## src/rtl/corefifo_pkg.sv

```systemverilog
`default_nettype none
// ============================================================================
//  Module      : corefifo_pkg
//  Description : Shared definitions for the COREFIFO pointer-crossing logic.
//                Holds the Gray encode/decode helpers and the pointer-width
//                convention.
//
//                A pointer is one bit wider than the RAM address. The extra
//                MSB separates "full" from "empty" when the address bits of
//                the write and read pointers are equal.
//
//                The helpers work on a fixed maximum width. Callers
//                zero-extend their pointer into ptr_t and truncate the
//                result back to their own width. Leading zeros encode and
//                decode to zeros, so this is exact for any width up to
//                MAX_PTR_W.
//  Revision    : 1.0  initial release
// ============================================================================
package corefifo_pkg;

  // Pointer width = address width + this many bits (the wrap bit).
  localparam int PTR_EXTRA_BITS = 1;

  localparam int MAX_PTR_W = 32;
  typedef logic [MAX_PTR_W-1:0] ptr_t;

  function automatic ptr_t bin2gray(input ptr_t b);
    return b ^ (b >> 1);
  endfunction

  // MSB-first decode: b[MSB] = g[MSB], then b[i-1] = b[i] ^ g[i-1].
  function automatic ptr_t gray2bin(input ptr_t g);
    ptr_t b;
    b[MAX_PTR_W-1] = g[MAX_PTR_W-1];
    for (int i = MAX_PTR_W - 2; i >= 0; i--) begin
      b[i] = b[i+1] ^ g[i];
    end
    return b;
  endfunction

endpackage
`default_nettype wire

```

## src/rtl/corefifo_ptr_sync.sv

```systemverilog
`default_nettype none
// ============================================================================
//  Module      : corefifo_ptr_sync
//  Description : Multi-flop synchronizer for a Gray-coded pointer that
//                crosses from the other clock domain. At most one bit of a
//                Gray pointer changes per step. A sample taken mid-transition
//                therefore resolves to either the old value or the new one.
//  Ports       : clk    in   destination-domain clock
//                reset  in   asynchronous active-high reset
//                d      in   [WIDTH-1:0] pointer from the source-domain flop
//                q      out  [WIDTH-1:0] synchronized pointer
//                             (SYNC_STAGES cycles of latency)
//  Revision    : 1.0  initial release
// ============================================================================
module corefifo_ptr_sync #(
  parameter int WIDTH       = 4,
  parameter int SYNC_STAGES = 2
) (
  input  logic             clk,
  input  logic             reset,
  input  logic [WIDTH-1:0] d,
  output logic [WIDTH-1:0] q
);

  logic [SYNC_STAGES-1:0][WIDTH-1:0] sync_q;
  logic [SYNC_STAGES-1:0][WIDTH-1:0] sync_d;

  always_comb begin
    sync_d    = sync_q;
    sync_d[0] = d;
    for (int i = 1; i < SYNC_STAGES; i++) begin
      sync_d[i] = sync_q[i-1];
    end
  end

  always_ff @(posedge clk or posedge reset) begin
    if (reset) begin
      sync_q <= '0;
    end else begin
      sync_q <= sync_d;
    end
  end

  assign q = sync_q[SYNC_STAGES-1];

endmodule
`default_nettype wire

```

## src/rtl/corefifo_wrptr_gen.sv

```systemverilog
`default_nettype none
// ============================================================================
//  Module      : corefifo_wrptr_gen
//  Description : Write-side pointer generator of the dual-clock COREFIFO.
//                - Keeps the binary write pointer and drives the RAM write
//                  address.
//                - Registers the Gray-coded pointer for the read domain.
//                - Synchronizes the read domain's Gray pointer.
//                - Derives full, almost_full, the fill count and overflow.
//  Ports       : clk          in   write-domain clock
//                reset        in   asynchronous active-high reset
//                we           in   write request
//                rd_gray_in   in   [ADDRWIDTH:0] read pointer, Gray coded
//                wr_addr      out  [ADDRWIDTH-1:0] RAM write address
//                wr_gray      out  [ADDRWIDTH:0] registered Gray write pointer
//                wr_en_ram    out  RAM write strobe (we && !full)
//                full         out  registered full flag
//                almost_full  out  registered wr_count >= AFULL_THRESH
//                wr_count     out  [ADDRWIDTH:0] registered occupancy
//                overflow     out  one-cycle pulse after a rejected write
//  Revision    : 1.0  initial release
// ============================================================================
module corefifo_wrptr_gen
  import corefifo_pkg::*;
#(
  parameter int ADDRWIDTH    = 3,
  parameter int SYNC_STAGES  = 2,
  parameter int AFULL_THRESH = 6
) (
  input  logic                 clk,
  input  logic                 reset,
  input  logic                 we,
  input  logic [ADDRWIDTH:0]   rd_gray_in,
  output logic [ADDRWIDTH-1:0] wr_addr,
  output logic [ADDRWIDTH:0]   wr_gray,
  output logic                 wr_en_ram,
  output logic                 full,
  output logic                 almost_full,
  output logic [ADDRWIDTH:0]   wr_count,
  output logic                 overflow
);

  localparam int PTR_W = ADDRWIDTH + PTR_EXTRA_BITS;

  // Full means the write pointer is exactly one lap ahead of the read
  // pointer. In reflected Gray code, adding 2^ADDRWIDTH flips the top two
  // bits and leaves the rest unchanged.
  localparam logic [PTR_W-1:0] FULL_MASK = PTR_W'(3) << (PTR_W - 2);
  localparam logic [PTR_W-1:0] AFULL_LVL = PTR_W'(AFULL_THRESH);

  logic             accept;
  logic [PTR_W-1:0] rd_gray_s;
  logic [PTR_W-1:0] rd_bin_s;

  logic [PTR_W-1:0] wr_bin_q,      wr_bin_d;
  logic [PTR_W-1:0] wr_gray_q,     wr_gray_d;
  logic [PTR_W-1:0] wr_count_q,    wr_count_d;
  logic             full_q,        full_d;
  logic             almost_full_q, almost_full_d;
  logic             overflow_q,    overflow_d;

  corefifo_ptr_sync #(
    .WIDTH       (PTR_W),
    .SYNC_STAGES (SYNC_STAGES)
  ) u_rd_sync (
    .clk   (clk),
    .reset (reset),
    .d     (rd_gray_in),
    .q     (rd_gray_s)
  );

  // All flags are computed from the next pointer. A write accepted at an
  // edge is therefore already reflected in full, so a back-to-back write
  // at the next edge is correctly rejected.
  always_comb begin
    accept   = we && !full_q;
    wr_bin_d = wr_bin_q;
    if (accept) begin
      wr_bin_d = wr_bin_q + PTR_W'(1);
    end
    wr_gray_d     = PTR_W'(bin2gray(ptr_t'(wr_bin_d)));
    rd_bin_s      = PTR_W'(gray2bin(ptr_t'(rd_gray_s)));
    wr_count_d    = wr_bin_d - rd_bin_s;
    full_d        = (wr_gray_d == (rd_gray_s ^ FULL_MASK));
    almost_full_d = (wr_count_d >= AFULL_LVL);
    overflow_d    = we && full_q;
  end

  always_ff @(posedge clk or posedge reset) begin
    if (reset) begin
      wr_bin_q      <= '0;
      wr_gray_q     <= '0;
      wr_count_q    <= '0;
      full_q        <= 1'b0;
      almost_full_q <= 1'b0;
      overflow_q    <= 1'b0;
    end else begin
      wr_bin_q      <= wr_bin_d;
      wr_gray_q     <= wr_gray_d;
      wr_count_q    <= wr_count_d;
      full_q        <= full_d;
      almost_full_q <= almost_full_d;
      overflow_q    <= overflow_d;
    end
  end

  assign wr_addr     = wr_bin_q[ADDRWIDTH-1:0];
  assign wr_gray     = wr_gray_q;
  assign wr_en_ram   = accept;
  assign full        = full_q;
  assign almost_full = almost_full_q;
  assign wr_count    = wr_count_q;
  assign overflow    = overflow_q;

endmodule
`default_nettype wire

```

## config.mk

```make
export PLATFORM = sky130hd
export DESIGN_NAME = corefifo_wrptr_gen
export DESIGN_NICKNAME = d
export VERILOG_FILES = /design/src/rtl/corefifo_pkg.sv /design/src/rtl/corefifo_ptr_sync.sv /design/src/rtl/corefifo_wrptr_gen.sv
export SDC_FILE = /design/constraint.sdc
export NUM_CORES = 1
export LEC_CHECK = 0
export CAP_MARGIN = 25
export CORE_ASPECT_RATIO = 1.5
export CORE_MARGIN = 4
export CORE_UTILIZATION = 25
export DETAILED_ROUTE_END_ITERATION = 8
export PLACE_DENSITY_LB_ADDON = 0.15
export SYNTH_ARGS = -nofsm -noshare
export SYNTH_HDL_FRONTEND = slang
export SYNTH_SLANG_ARGS = --single-unit
export TNS_END_PERCENT = 30
```

## constraint.sdc

```tcl
create_clock -name clk -period 2.6 [get_ports clk]
set_input_delay 0.26 -clock clk [delete_from_list [all_inputs] [get_ports clk]]
set_output_delay 0.26 -clock clk [all_outputs]
set_load 0.01 [all_outputs]
```

Word-level counts from Yosys, hierarchy flattened
Index checks and enable logic that the tools add are counted. Widths: inputs -> output; s select.

Flip-flop bits (word level): 23. Bits in latches: 0. RAM bits: 0. Bits in read-only memories: 0. Logic and storage cells: 21. Memories: 0.

Add/subtract/negate cells: 2. $mul: 0. Divide/modulo/power cells: 0. Order comparisons: 1. Equality and inequality tests: 1. Shifts and indexed selects: 0. Muxes and demuxes: 1. Bitwise logic cells: 5. Reduce and logical (&&, ||, !) cells: 3.

Operators with widths (number): $add 4x1->4 const B (1); $eq 4x4->1 (1); $ge 4x3->1 const B (1); $mux 4 (1); $sub 4x4->4 (1); $xor 4x3->4 (1); $xor 1x1->1 (3); $logic_and 1x1->1 (2); $not 2->2 (1); $logic_not 1->1 (1).

Depth between registers and ports, before layout
Gate-level depths: netlist of the first run.

Word-level depth: 5. Depth in mapped cells: 10.

Cells and area by module
A second synthesis of the first run with hierarchy kept.

Cells, all modules: 69. Area total of the unflattened synthesis: 982.2 um^2.

By module, submodules not included: corefifo_wrptr_gen (times used 1, cells an instance 60, area each 778.2 um^2, sequential area each 350.3 um^2); corefifo_ptr_sync (times used 1, cells an instance 9, area each 203.9 um^2, sequential area each 200.2 um^2).

Worst setup path before layout of the first run
OpenSTA, ideal clock, no wires.

Path kind: register to register. Start: register wr_bin_q[0]. End: register almost_full_q (netlist: almost_full). Setup time: 118 ps. Arrival: 2207 ps. Required time: 2482 ps. Path slack: 275 ps. Stages on the path, launching flop included: 9. Buffers on the path: 0. Clock period less this slack: 2325 ps. Path through: dfrtp_1 > ha_1 > mux2i_2 > inv_1 > ha_1 > a21o_1 > a21oi_1 > xnor3_1 > a21o_1.

Longest elaborated chain between the ends: 4.

RTL lines: start, declared (RTL line corefifo_wrptr_gen.sv:55) `logic [PTR_W-1:0] wr_bin_q, wr_bin_d;`; start signal, assigned (RTL line corefifo_wrptr_gen.sv:98) `wr_bin_q <= wr_bin_d;`; $add 4x1->4 (RTL line corefifo_wrptr_gen.sv:79) `wr_bin_d = wr_bin_q + PTR_W'(1);`; $mux 4 (RTL line corefifo_wrptr_gen.sv:78) `if (accept) begin`; net wr_bin_d[1] (RTL line corefifo_wrptr_gen.sv:55); $sub 4x4->4 (RTL line corefifo_wrptr_gen.sv:83) `wr_count_d = wr_bin_d - rd_bin_s;`; net wr_count_d[3] (RTL line corefifo_wrptr_gen.sv:57) `logic [PTR_W-1:0] wr_count_q, wr_count_d;`; $ge 4x3->1 (RTL line corefifo_wrptr_gen.sv:85) `almost_full_d = (wr_count_d >= AFULL_LVL);`; net almost_full_d (RTL line corefifo_wrptr_gen.sv:59) `logic almost_full_q, almost_full_d;`; end signal, assigned (RTL line corefifo_wrptr_gen.sv:102) `almost_full_q <= almost_full_d;`; end, declared (RTL line corefifo_wrptr_gen.sv:59).

The timed path passes the listed nets, and every way through them passes these cells.

Final worst setup path of the first run
Start: register u_rd_sync.sync_q, in the netlist u_rd_sync.q[3]. End: register almost_full_q (netlist: almost_full).

Longest elaborated chain between the ends: 5.

RTL lines: start, declared (RTL line corefifo_ptr_sync.sv:25) `logic [SYNC_STAGES-1:0][WIDTH-1:0] sync_q;`; start signal, assigned (RTL line corefifo_ptr_sync.sv:40) `sync_q <= sync_d;`; $xor 1x1->1 * (RTL line corefifo_pkg.sv:36) `b[i] = b[i+1] ^ g[i];`; $xor 1x1->1 (2 in series) (RTL line corefifo_pkg.sv:36); $sub 4x4->4 * (RTL line corefifo_wrptr_gen.sv:83); net wr_count_d[2] (RTL line corefifo_wrptr_gen.sv:57); $ge 4x3->1 * (RTL line corefifo_wrptr_gen.sv:85); net almost_full_d (RTL line corefifo_wrptr_gen.sv:59).

The timed path passes the listed nets; every way through them passes the cells marked *.

==> qor.yml, run 1 <==
synthesis:
  syn_area_um2: 978
  yosysSeqAreaShare: 0.563
  synth_edf_count: 0
  synthFlopType: "dfrtp_1"
  synth-seq-cells: 22
  synth_top_cells_by_area: "dfrtp_1 (56%), ha_1 (5.1%), xnor3_1 (4.6%)"
  synth_area_leader_cell: "dfrtp_1"
  syn-num-nets: 80
  syn_inst: 68
  avgSynthCellArea_um2: 14.4
  synth.top_cell.area_share: 0.563
  async_flop_share: 1.00
  ys_types: 23
  yosysWarnings: 0
sta:
  fmax_ghz: 0.440
  finalSetupTns_ps: 0
  finClkSkew_ps: 2.49
  min_period_over_period: 0.873
  final_max_slew_viol_count: 0
  tightestPinTransition_ps: 847
  setup_viol: 0
  rsz0062_at_grt: "no"
  slew_headroom: 0.435
  period_needed_ps: 2270
  hold_violations: 0
cts:
  cts.repair.resized: 0
  cts-root-buf: "clkbuf_8"
  clock_path_buffers: 2
  clk_latency_ps: 270
  post_cts_buffers: 0
  cts_sinks: 22
  cts_tree: "built"
  clk_pin_slew_ps: 80
  cts.hold.buffers_added: 0
  htreeDepth: 1
  numCtsBuffers: 3
die:
  fp-row-count: 27
  start_util: 0.263
  dieHeight_um: 84.6
  die_w_um: 59.1
  io_pins: 22
  fp.coreArea_mm2: 0.00372
  die_area_mm2: 0.00500
worst_setup_path:
  r2r-end: "almost_full"
  slowest_delay_ps: 430
  cp_slowest_cell: "dfrtp_1"
  end_kind: "flop"
  rrSetupSlack_ps: 330
  cp.arrival_ps: 2440
  r2r.worst_path.cells: 8
  critPathKind: "reg -> reg"
  rr_startpoint: "u_rd_sync.q[3]"
  critPathLaunchType: "flop"
  worst-path-buf-inv: 1
  cp_max_fo: 4
  cp.required_ps: 2770
  crit_chain: "xnor2_1, xor2_1, xnor2_1, ha_1, inv_1, fa_1, xor2_1, a21o_1"
  crit_family: "XOR/XNOR gates"
routing:
  wl_um: 1700
  first_iter_violations: 9
  drcViolationCount: 0
  vias_per_cell: 4.17
  met3_wirelength_um: 117
  met1_length_um: 652
  dr.pass1.iters: 2
  ant_nets: 0
  wl_met2_um: 860
  routed.top_layer: "met4"
  wl_per_cell_um: 12.2
  vias: 579
placed_design:
  hpwl_um: 1290
  place.gp.congestion: 0.686
  dp_cells: 135
  portBuffers: 21
layout:
  layoutNonFillerInstCount: 139
  final_common_cell: "dfrtp_1"
  syn_to_final_growth_pct: 36.2
  final_cell_mix: "dfrtp_1 (22), clkdlybuf4s50_1 (21), inv_1 (8), xnor2_1 (5)"
  num_antenna_cells: 0
  drive_above_1_share: 0.135
  nets: 109
pwr:
  irDropWorstVdd_mv: 0.646
  pwr-share-seq: 0.293
  p_sw_frac: 0.340
  internal_power_uw: 1230
  p_leak_uw: 0.000608
  switchingPower_uw: 633
  combPwrFrac: 0.535
  clkPwrFrac: 0.171
  power_density_mw_per_mm2: 1400
global_route:
  grt-ovfl-total: 0
  track_usage: 0.0813
  grt_pass1_wl_um: 2990
  grt_max_degree: 23
  grt_antenna_before_repair: 0
  grt_pass1_vias: 642
run:
  maxCapViolCount: 0
min_path:
  min_from: "u_rd_sync.sync_d[6]"
  min_to: "u_rd_sync.q[2]"
  hold_depth: 0
  min_path_type: "reg -> reg"
outcome:
  status: "completed"
-- final cells by class --
cell class / count / area [µm²]
Fill cell: 383 / 2380
Sequential cell: 22 / 551
Multi-Input combinational cell: 37 / 387
Timing Repair Buffer: 25 / 240
Tap cell: 43 / 53.8
Clock buffer: 3 / 41.3
Clock inverter: 1 / 30.0
Inverter: 8 / 30.0
-- through the flow --
step                worst slack [ps]  instance area, µm²  hold slack (ps)  total power, µW   util
global placement                 191                1260              332             1550  0.339
CTS                              278                1330              356             1900  0.359
detailed placement               155                1260              336             1570  0.339
finish                           330                1330              355             1860  0.359
floorplan                        275                 978              249             1170      -
global route                     161                1330              358             2020  0.359
-- layer usage --
metal	up-vias	global-route usage
met3	8	0.0215
met2	21	0.128
met5	-	0
li1	274	-
met4	0	0.0557
met1	276	0.0932
-- worst max path at each step --
| stage | slack (ps) | depth (start not counted) | from | end |
|---|---|---|---|---|
| after floorplan | 280 | 8 | wr_bin_q[0] | almost_full |
| after global placement | 190 | 9 | we | almost_full |
| after detailed placement | 150 | 9 | we | almost_full |
| after CTS | 280 | 8 | u_rd_sync.q[3] | almost_full |
| after global routing | 160 | 9 | u_rd_sync.q[3] | almost_full |
| final | 330 | 8 | u_rd_sync.q[3] | almost_full |
-- sequential cells by signal, summed over array words and instances (netlist names) --
signal,count
wr_gray,3
u_rd_sync.q,4
overflow,1
u_rd_sync.sync_d,4
wr_count,4
almost_full,1
full,1
wr_bin_q,4
-- synth_stat cells (2+ instances only) --
master     n
a21o_1     2
mux2i_1    2
inv_1      8
xor2_1     4
xnor3_1    2
xnor2_1    5
nor2_1     4
nand3b_1   2
ha_1       4
dfrtp_1   22
-- kinds of logic (layout without fill, tap and decap cells) --
| kind of cell | count (synthesis) | count (layout) | share of synthesized area |
|---|---|---|---|
| buffers and inverters | 9 | 37 | 0.0422 |
| flip-flops | 22 | 22 | 0.563 |
| adder cells (fa/ha/maj) | 5 | 5 | 0.0716 |
| XOR/XNOR | 13 | 13 | 0.171 |
| AO/OA/AOI/OAI | 5 | 5 | 0.0345 |
| AND/OR/NAND/NOR | 11 | 11 | 0.0831 |
| multiplexers | 3 | 3 | 0.0345 |
-- worst reg2reg max path: stages (launching register included) --
cell     delay [ps]
dfrtp_1         430
xnor2_1         260
xor2_1          360
xnor2_1         170
ha_1            170
inv_1            60
fa_1            370
xor2_1          170
a21o_1          180
-- power groups by stage --
stage / Clock [µW] / Combinational, µW / Sequential (µW)
global placement: 0 / 996 / 556
floorplan: 0 / 550 / 617
detailed placement: 0 / 1010 / 555
finish: 319 / 997 / 546
CTS: 331 / 1020 / 551
global route: 347 / 1110 / 567
(Power assumes the default switching activity.)
==> run 2, diff against run 1 <==
CELL_PAD_IN_SITES_DETAIL_PLACEMENT = 1   (was not set)
CELL_PAD_IN_SITES_GLOBAL_PLACEMENT = 2   (was not set)
CTS_CLUSTER_SIZE = 25   (was not set)
==> run 2 against run 1 <==
Effect of this change: sequential share of layout area is 0.51 points higher; die area stayed put; maximum frequency is 1.6% lower; register-to-register slack worse by 40 ps; non-clock buffer count stayed put; via count is 0.69% lower; critical path depth is 1 higher; worst hold slack worse by 2.1 ps; largest cell class unchanged; largest power group unchanged.
==> qor.yml, run 2 (synthesis results as in run 1) <==
worst_setup_path:
  crit_end: "almost_full"
  crit_family: "XOR/XNOR gates"
  worst-path-buf-inv: 1  # unchanged
  cp.arrival_ps: 2470  # +30 ps
  critPathKind: "reg -> reg"
  slowest_delay_ps: 420  # about the same
  critPathLaunchType: "flop"
  r2r-end: "almost_full"
  startpoint: "u_rd_sync.q[3]"
  r2r.worst_path.cells: 9  # +1
  crit_chain: "xnor2_1, xor2_1, xnor2_1, ha_1, inv_1, a21o_1, a21oi_1, xnor3_1, a21o_1"
  cp_slowest_cell: "dfrtp_1"
  cp.required_ps: 2760  # about the same
  rrSetupSlack_ps: 290  # -40 ps
  cp_max_fo: 4  # unchanged
  end_kind: "flop"
  rr_startpoint: "u_rd_sync.q[3]"
  cp.depth: 9  # +1
cts:
  cts.repair.resized: 0  # unchanged
  post_cts_buffers: 0  # unchanged
  cts_tree: "built"
  cts-root-buf: "clkbuf_8"
  htreeDepth: 1  # unchanged
  clk_pin_slew_ps: 80  # about the same
  cts.hold.buffers_added: 0  # unchanged
  numCtsBuffers: 3  # unchanged
  clk_latency_ps: 270  # about the same
  cts_sinks: 22  # unchanged
  clock_path_buffers: 2  # unchanged
placed_design:
  portBuffers: 21  # unchanged
  hpwl_um: 1390  # +7.7%
  place.gp.congestion: 0.707  # +3.0%
  placed_cell_area_mm2: 0.00126  # unchanged
routing:
  wl_met2_um: 1010  # +17%
  met1_length_um: 718  # +10%
  drcViolationCount: 0  # unchanged
  first_iter_violations: 9  # unchanged
  wl_per_cell_um: 13.4  # +10%
  met3_wirelength_um: 104  # -11%
  routed.top_layer: "met4"
  vias_per_cell: 4.14  # -0.69%
  ant_nets: 0  # unchanged
  vias: 575  # -0.69%
  wl_um: 1870  # +10%
  dr.pass1.iters: 2  # unchanged
pwr:
  power_density_mw_per_mm2: 1380  # -1.5%
  clkPwrFrac: 0.138  # -0.033
  combPwrFrac: 0.558  # +0.023
  pwr-share-seq: 0.304  # +0.011
  finalPower_uw: 1810  # -2.7%
  switchingPower_uw: 651  # +2.9%
  p_leak_uw: 0.000601  # -1.1%
  irDropWorstVdd_mv: 0.584  # -9.6%
  internal_power_uw: 1160  # -5.5%
  p_sw_frac: 0.359  # +0.0194
sta:
  period_needed_ps: 2310  # +36.6 ps
  tightestPinTransition_ps: 844  # -3.25 ps
  fmax_ghz: 0.433  # -1.6%
  rsz0062_at_grt: "no"
  min_period_over_period: 0.887  # +0.0141
  slew_headroom: 0.437  # +0.00217
  final_max_slew_viol_count: 0  # unchanged
  finalSetupTns_ps: 0  # unchanged
  hold_violations: 0  # unchanged
  setup_viol: 0  # unchanged
  finClkSkew_ps: 2.14  # -0.344 ps
die:
  die_area_mm2: 0.00500  # unchanged
  die_w_um: 59.1  # unchanged
  io_pins: 22  # unchanged
  fp-row-count: 27  # unchanged
  dieHeight_um: 84.6  # unchanged
  fp.coreArea_mm2: 0.00372  # unchanged
  start_util: 0.263  # unchanged
min_path:
  min_path_type: "reg -> reg"
global_route:
  grt_antenna_before_repair: 0  # unchanged
  track_usage: 0.0861  # +0.00480
  grt-ovfl-total: 0  # unchanged
  grt_pass1_vias: 652  # +1.6%
  grt_max_degree: 23  # unchanged
  grt_pass1_wl_um: 3140  # +5.1%
run:
  maxCapViolCount: 0  # unchanged
outcome:
  status: "completed"
layout:
  post-route-util: 0.354  # -0.00438
  final_area_mm2: 0.00132  # -1.2%
  final_cell_mix: "dfrtp_1 (22), clkdlybuf4s50_1 (21), inv_1 (8), xnor2_1 (5)"
  num_antenna_cells: 0  # unchanged
  final_common_cell: "dfrtp_1"
  drive_above_1_share: 0.135  # unchanged
  nets: 109  # unchanged
  nFillCells: 421  # +9.9%
  syn_to_final_growth_pct: 34.5
## run 2: cell count changes in the layout (fill, tap and decap cells not counted)
cell / delta
bufinv_16: -1
clkbuf_8: +1
## run 2: worst min path at each step
stage,startpoint,to,slack [ps],cells after the start
2_1_floorplan,reset,almost_full,250,1
3_3_place_gp,u_rd_sync.sync_d[7],u_rd_sync.q[3],330,0
3_5_place_dp,u_rd_sync.sync_d[5],u_rd_sync.q[1],340,0
4_1_cts,u_rd_sync.sync_d[6],u_rd_sync.q[2],360,0
5_1_grt,u_rd_sync.sync_d[5],u_rd_sync.q[1],360,0
6_report,u_rd_sync.sync_d[6],u_rd_sync.q[2],350,0
## run 2: power by group through the flow
stage	clock network [µW]	registers (µW)	logic [µW]
2_1_floorplan	0	617	550
3_3_place_gp	0	556	1010
3_5_place_dp	0	559	1030
4_1_cts	262	555	1040
5_1_grt	277	568	1130
6_report	250	550	1010
## run 2: metrics by stage
| step | setup slack, ps | hold slack, ps | instances |
|---|---|---|---|
| finish | 293 | 353 | 139 |
| floorplan | 275 | 249 | 68 |
| CTS | 232 | 356 | 139 |
| detailed placement | 61.8 | 336 | 135 |
| global placement | 184 | 331 | 135 |
| global route | 122 | 362 | 139 |
## run 2: layout make-up
cell class	instances	area (µm²)	area share
clock buffer	4	55.1	0.0418
multi-input combinational	37	387	0.294
inverter	8	30.0	0.0228
timing repair buffer	25	240	0.183
sequential	22	551	0.418
tap	43	53.8	0.0409
## run 2: metal layers
| layer | vias up | global-route usage |
|---|---|---|
| li1 | 270 | - |
| met4 | 0 | 0.0495 |
| met1 | 281 | 0.0976 |
| met3 | 4 | 0.0154 |
| met5 | - | 0 |
| met2 | 20 | 0.146 |
==> run 3, diff against run 2 <==
RECOVER_POWER = 100   (was not set)
==> run 3 against run 2 <==
Effect of this change: sequential power is 3% lower; global-route usage is the same; clock power barely moved; die area unchanged; power decreased by 5.0%; clock skew about the same; maximum frequency is 0.70% lower; register-to-register slack hardly changed; non-clock buffer count unchanged; worst setup slack lost 16 ps; critical endpoint unchanged; largest power group unchanged; highest routed layer unchanged.
==> qor.yml, run 3 (synthesis results as in run 1) <==
die:
  fp-row-count: 27  # unchanged
  dieHeight_um: 84.6  # unchanged
  start_util: 0.263  # unchanged
  die_w_um: 59.1  # unchanged
  fp.coreArea_mm2: 0.00372  # unchanged
  die_area_mm2: 0.00500  # unchanged
  io_pins: 22  # unchanged
worst_setup_path:
  cp_max_fo: 4  # unchanged
  r2r.worst_path.cells: 9  # unchanged
  rr_startpoint: "u_rd_sync.q[3]"
  end_kind: "flop"
  cp.arrival_ps: 2490  # +20 ps
  critPathKind: "in -> reg"
  critPathLaunchType: "input pin"
  r2r-end: "almost_full"
  cp.required_ps: 2760  # about the same
  rrSetupSlack_ps: 290  # about the same
routing:
  wl_per_cell_um: 13.4  # -0.21%
  first_iter_violations: 8  # -1
  drcViolationCount: 0  # unchanged
  wl_um: 1870  # -0.21%
  vias_per_cell: 4.17  # +0.70%
  vias: 579  # +0.70%
  dr.pass1.iters: 2  # unchanged
  ant_nets: 0  # unchanged
cts:
  clock_path_buffers: 2  # unchanged
  cts_sinks: 22  # unchanged
  cts.repair.resized: 0  # unchanged
  clk_pin_slew_ps: 80  # about the same
  cts-root-buf: "clkbuf_8"
  htreeDepth: 1  # unchanged
  numCtsBuffers: 3  # unchanged
  cts.hold.buffers_added: 0  # unchanged
  clk_latency_ps: 270  # about the same
  post_cts_buffers: 0  # unchanged
  cts_tree: "built"
min_path:
  min_to: "u_rd_sync.q[2]"
  hold_depth: 0  # unchanged
  min_from: "u_rd_sync.sync_d[6]"
  min_path_type: "reg -> reg"
sta:
  finalSetupTns_ps: 0  # unchanged
  slew_headroom: 0.439  # +0.00193
  tightestPinTransition_ps: 841  # -2.90 ps
  setup_viol: 0  # unchanged
  fmax_ghz: 0.430  # -0.70%
  rsz0062_at_grt: "no"
  period_needed_ps: 2320  # +16.3 ps
  finClkSkew_ps: 2.02  # -0.123 ps
  min_period_over_period: 0.894  # +0.00625
  final_max_slew_viol_count: 0  # unchanged
  hold_violations: 0  # unchanged
layout:
  num_antenna_cells: 0  # unchanged
  final_common_cell: "dfrtp_1"
  syn_to_final_growth_pct: 31.1
  final_cell_mix: "dfrtp_1 (22), dlygate4sd3_1 (20), inv_1 (8), xor2_1 (5), xnor2_1 (5)"
  drive_above_1_share: 0.0938  # -0.0417
  nets: 109  # unchanged
  post-route-util: 0.345  # -0.00909
global_route:
  grt-ovfl-total: 0  # unchanged
  grt_max_degree: 23  # unchanged
  grt_antenna_before_repair: 0  # unchanged
  grt_pass1_vias: 652  # unchanged
  grt_pass1_wl_um: 3140  # unchanged
  track_usage: 0.0861  # unchanged
outcome:
  status: "completed"
pwr:
  finalPower_uw: 1720  # -5.0%
  p_leak_uw: 0.000595  # -1.0%
  power_density_mw_per_mm2: 1340  # -2.5%
  irDropWorstVdd_mv: 0.557  # -4.6%
placed_design:
  portBuffers: 21  # unchanged
  place.gp.congestion: 0.707  # unchanged
  hpwl_um: 1390  # unchanged
run:
  maxCapViolCount: 0  # unchanged
## run 3: cell count changes in the layout (fill, tap and decap cells not counted), sizes merged
cell / previous run / this run
clkdlybuf4s50: 21 / 1
buf: 4 / 2
dlygate4sd3: 0 / 20
clkbuf: 4 / 6
## run 3: critical path, cell delays in order
cell and delay (ps):
clkdlybuf4s50_1 510, nor2b_1 240, clkbuf_1 280, xor2_1 220, inv_1 60, ha_1 190, inv_1 80, fa_1 450
a21o_1 170
## run 3: worst max-delay path by stage
stage	slack [ps]	cells after the start	endpoint	from
2_1_floorplan	280	8	almost_full	wr_bin_q[0]
3_5_place_dp	60	9	almost_full	we
3_3_place_gp	180	9	almost_full	we
5_1_grt	70	9	almost_full	we
6_report	280	9	almost_full	we
4_1_cts	230	9	almost_full	u_rd_sync.q[3]
## run 3: layout make-up
cell class / instances / area (µm²)
Fill cell: 423 / 2430
Sequential cell: 22 / 551
Multi-Input combinational cell: 37 / 360
Timing Repair Buffer: 25 / 233
Clock buffer: 4 / 55.1
Tap cell: 43 / 53.8
Inverter: 8 / 30.0
## run 3: power breakdown
group,internal [µW],total (µW),switching (µW)
sequential,470,534,64.5
clock,135,250,114
combinational,484,938,453
## run 3: metal layers
layer,part of all wire,up-vias,GRT usage
met1,0.38,284,0.0976
li1,-,271,-
met3,0.056,4,0.0154
met5,0,-,0
met2,0.54,20,0.146
met4,0.019,0,0.0495
## run 3: per-stage QoR
stage | std cells | worst slack (ps) | hold WS, ps | cell area [µm²]
2_1_floorplan | 68 | 275 | 249 | 978
3_3_place_gp | 135 | 184 | 331 | 1260
3_5_place_dp | 135 | 61.8 | 336 | 1260
4_1_cts | 139 | 232 | 356 | 1320
5_1_grt | 139 | 75.0 | 362 | 1280
6_report | 139 | 277 | 353 | 1280
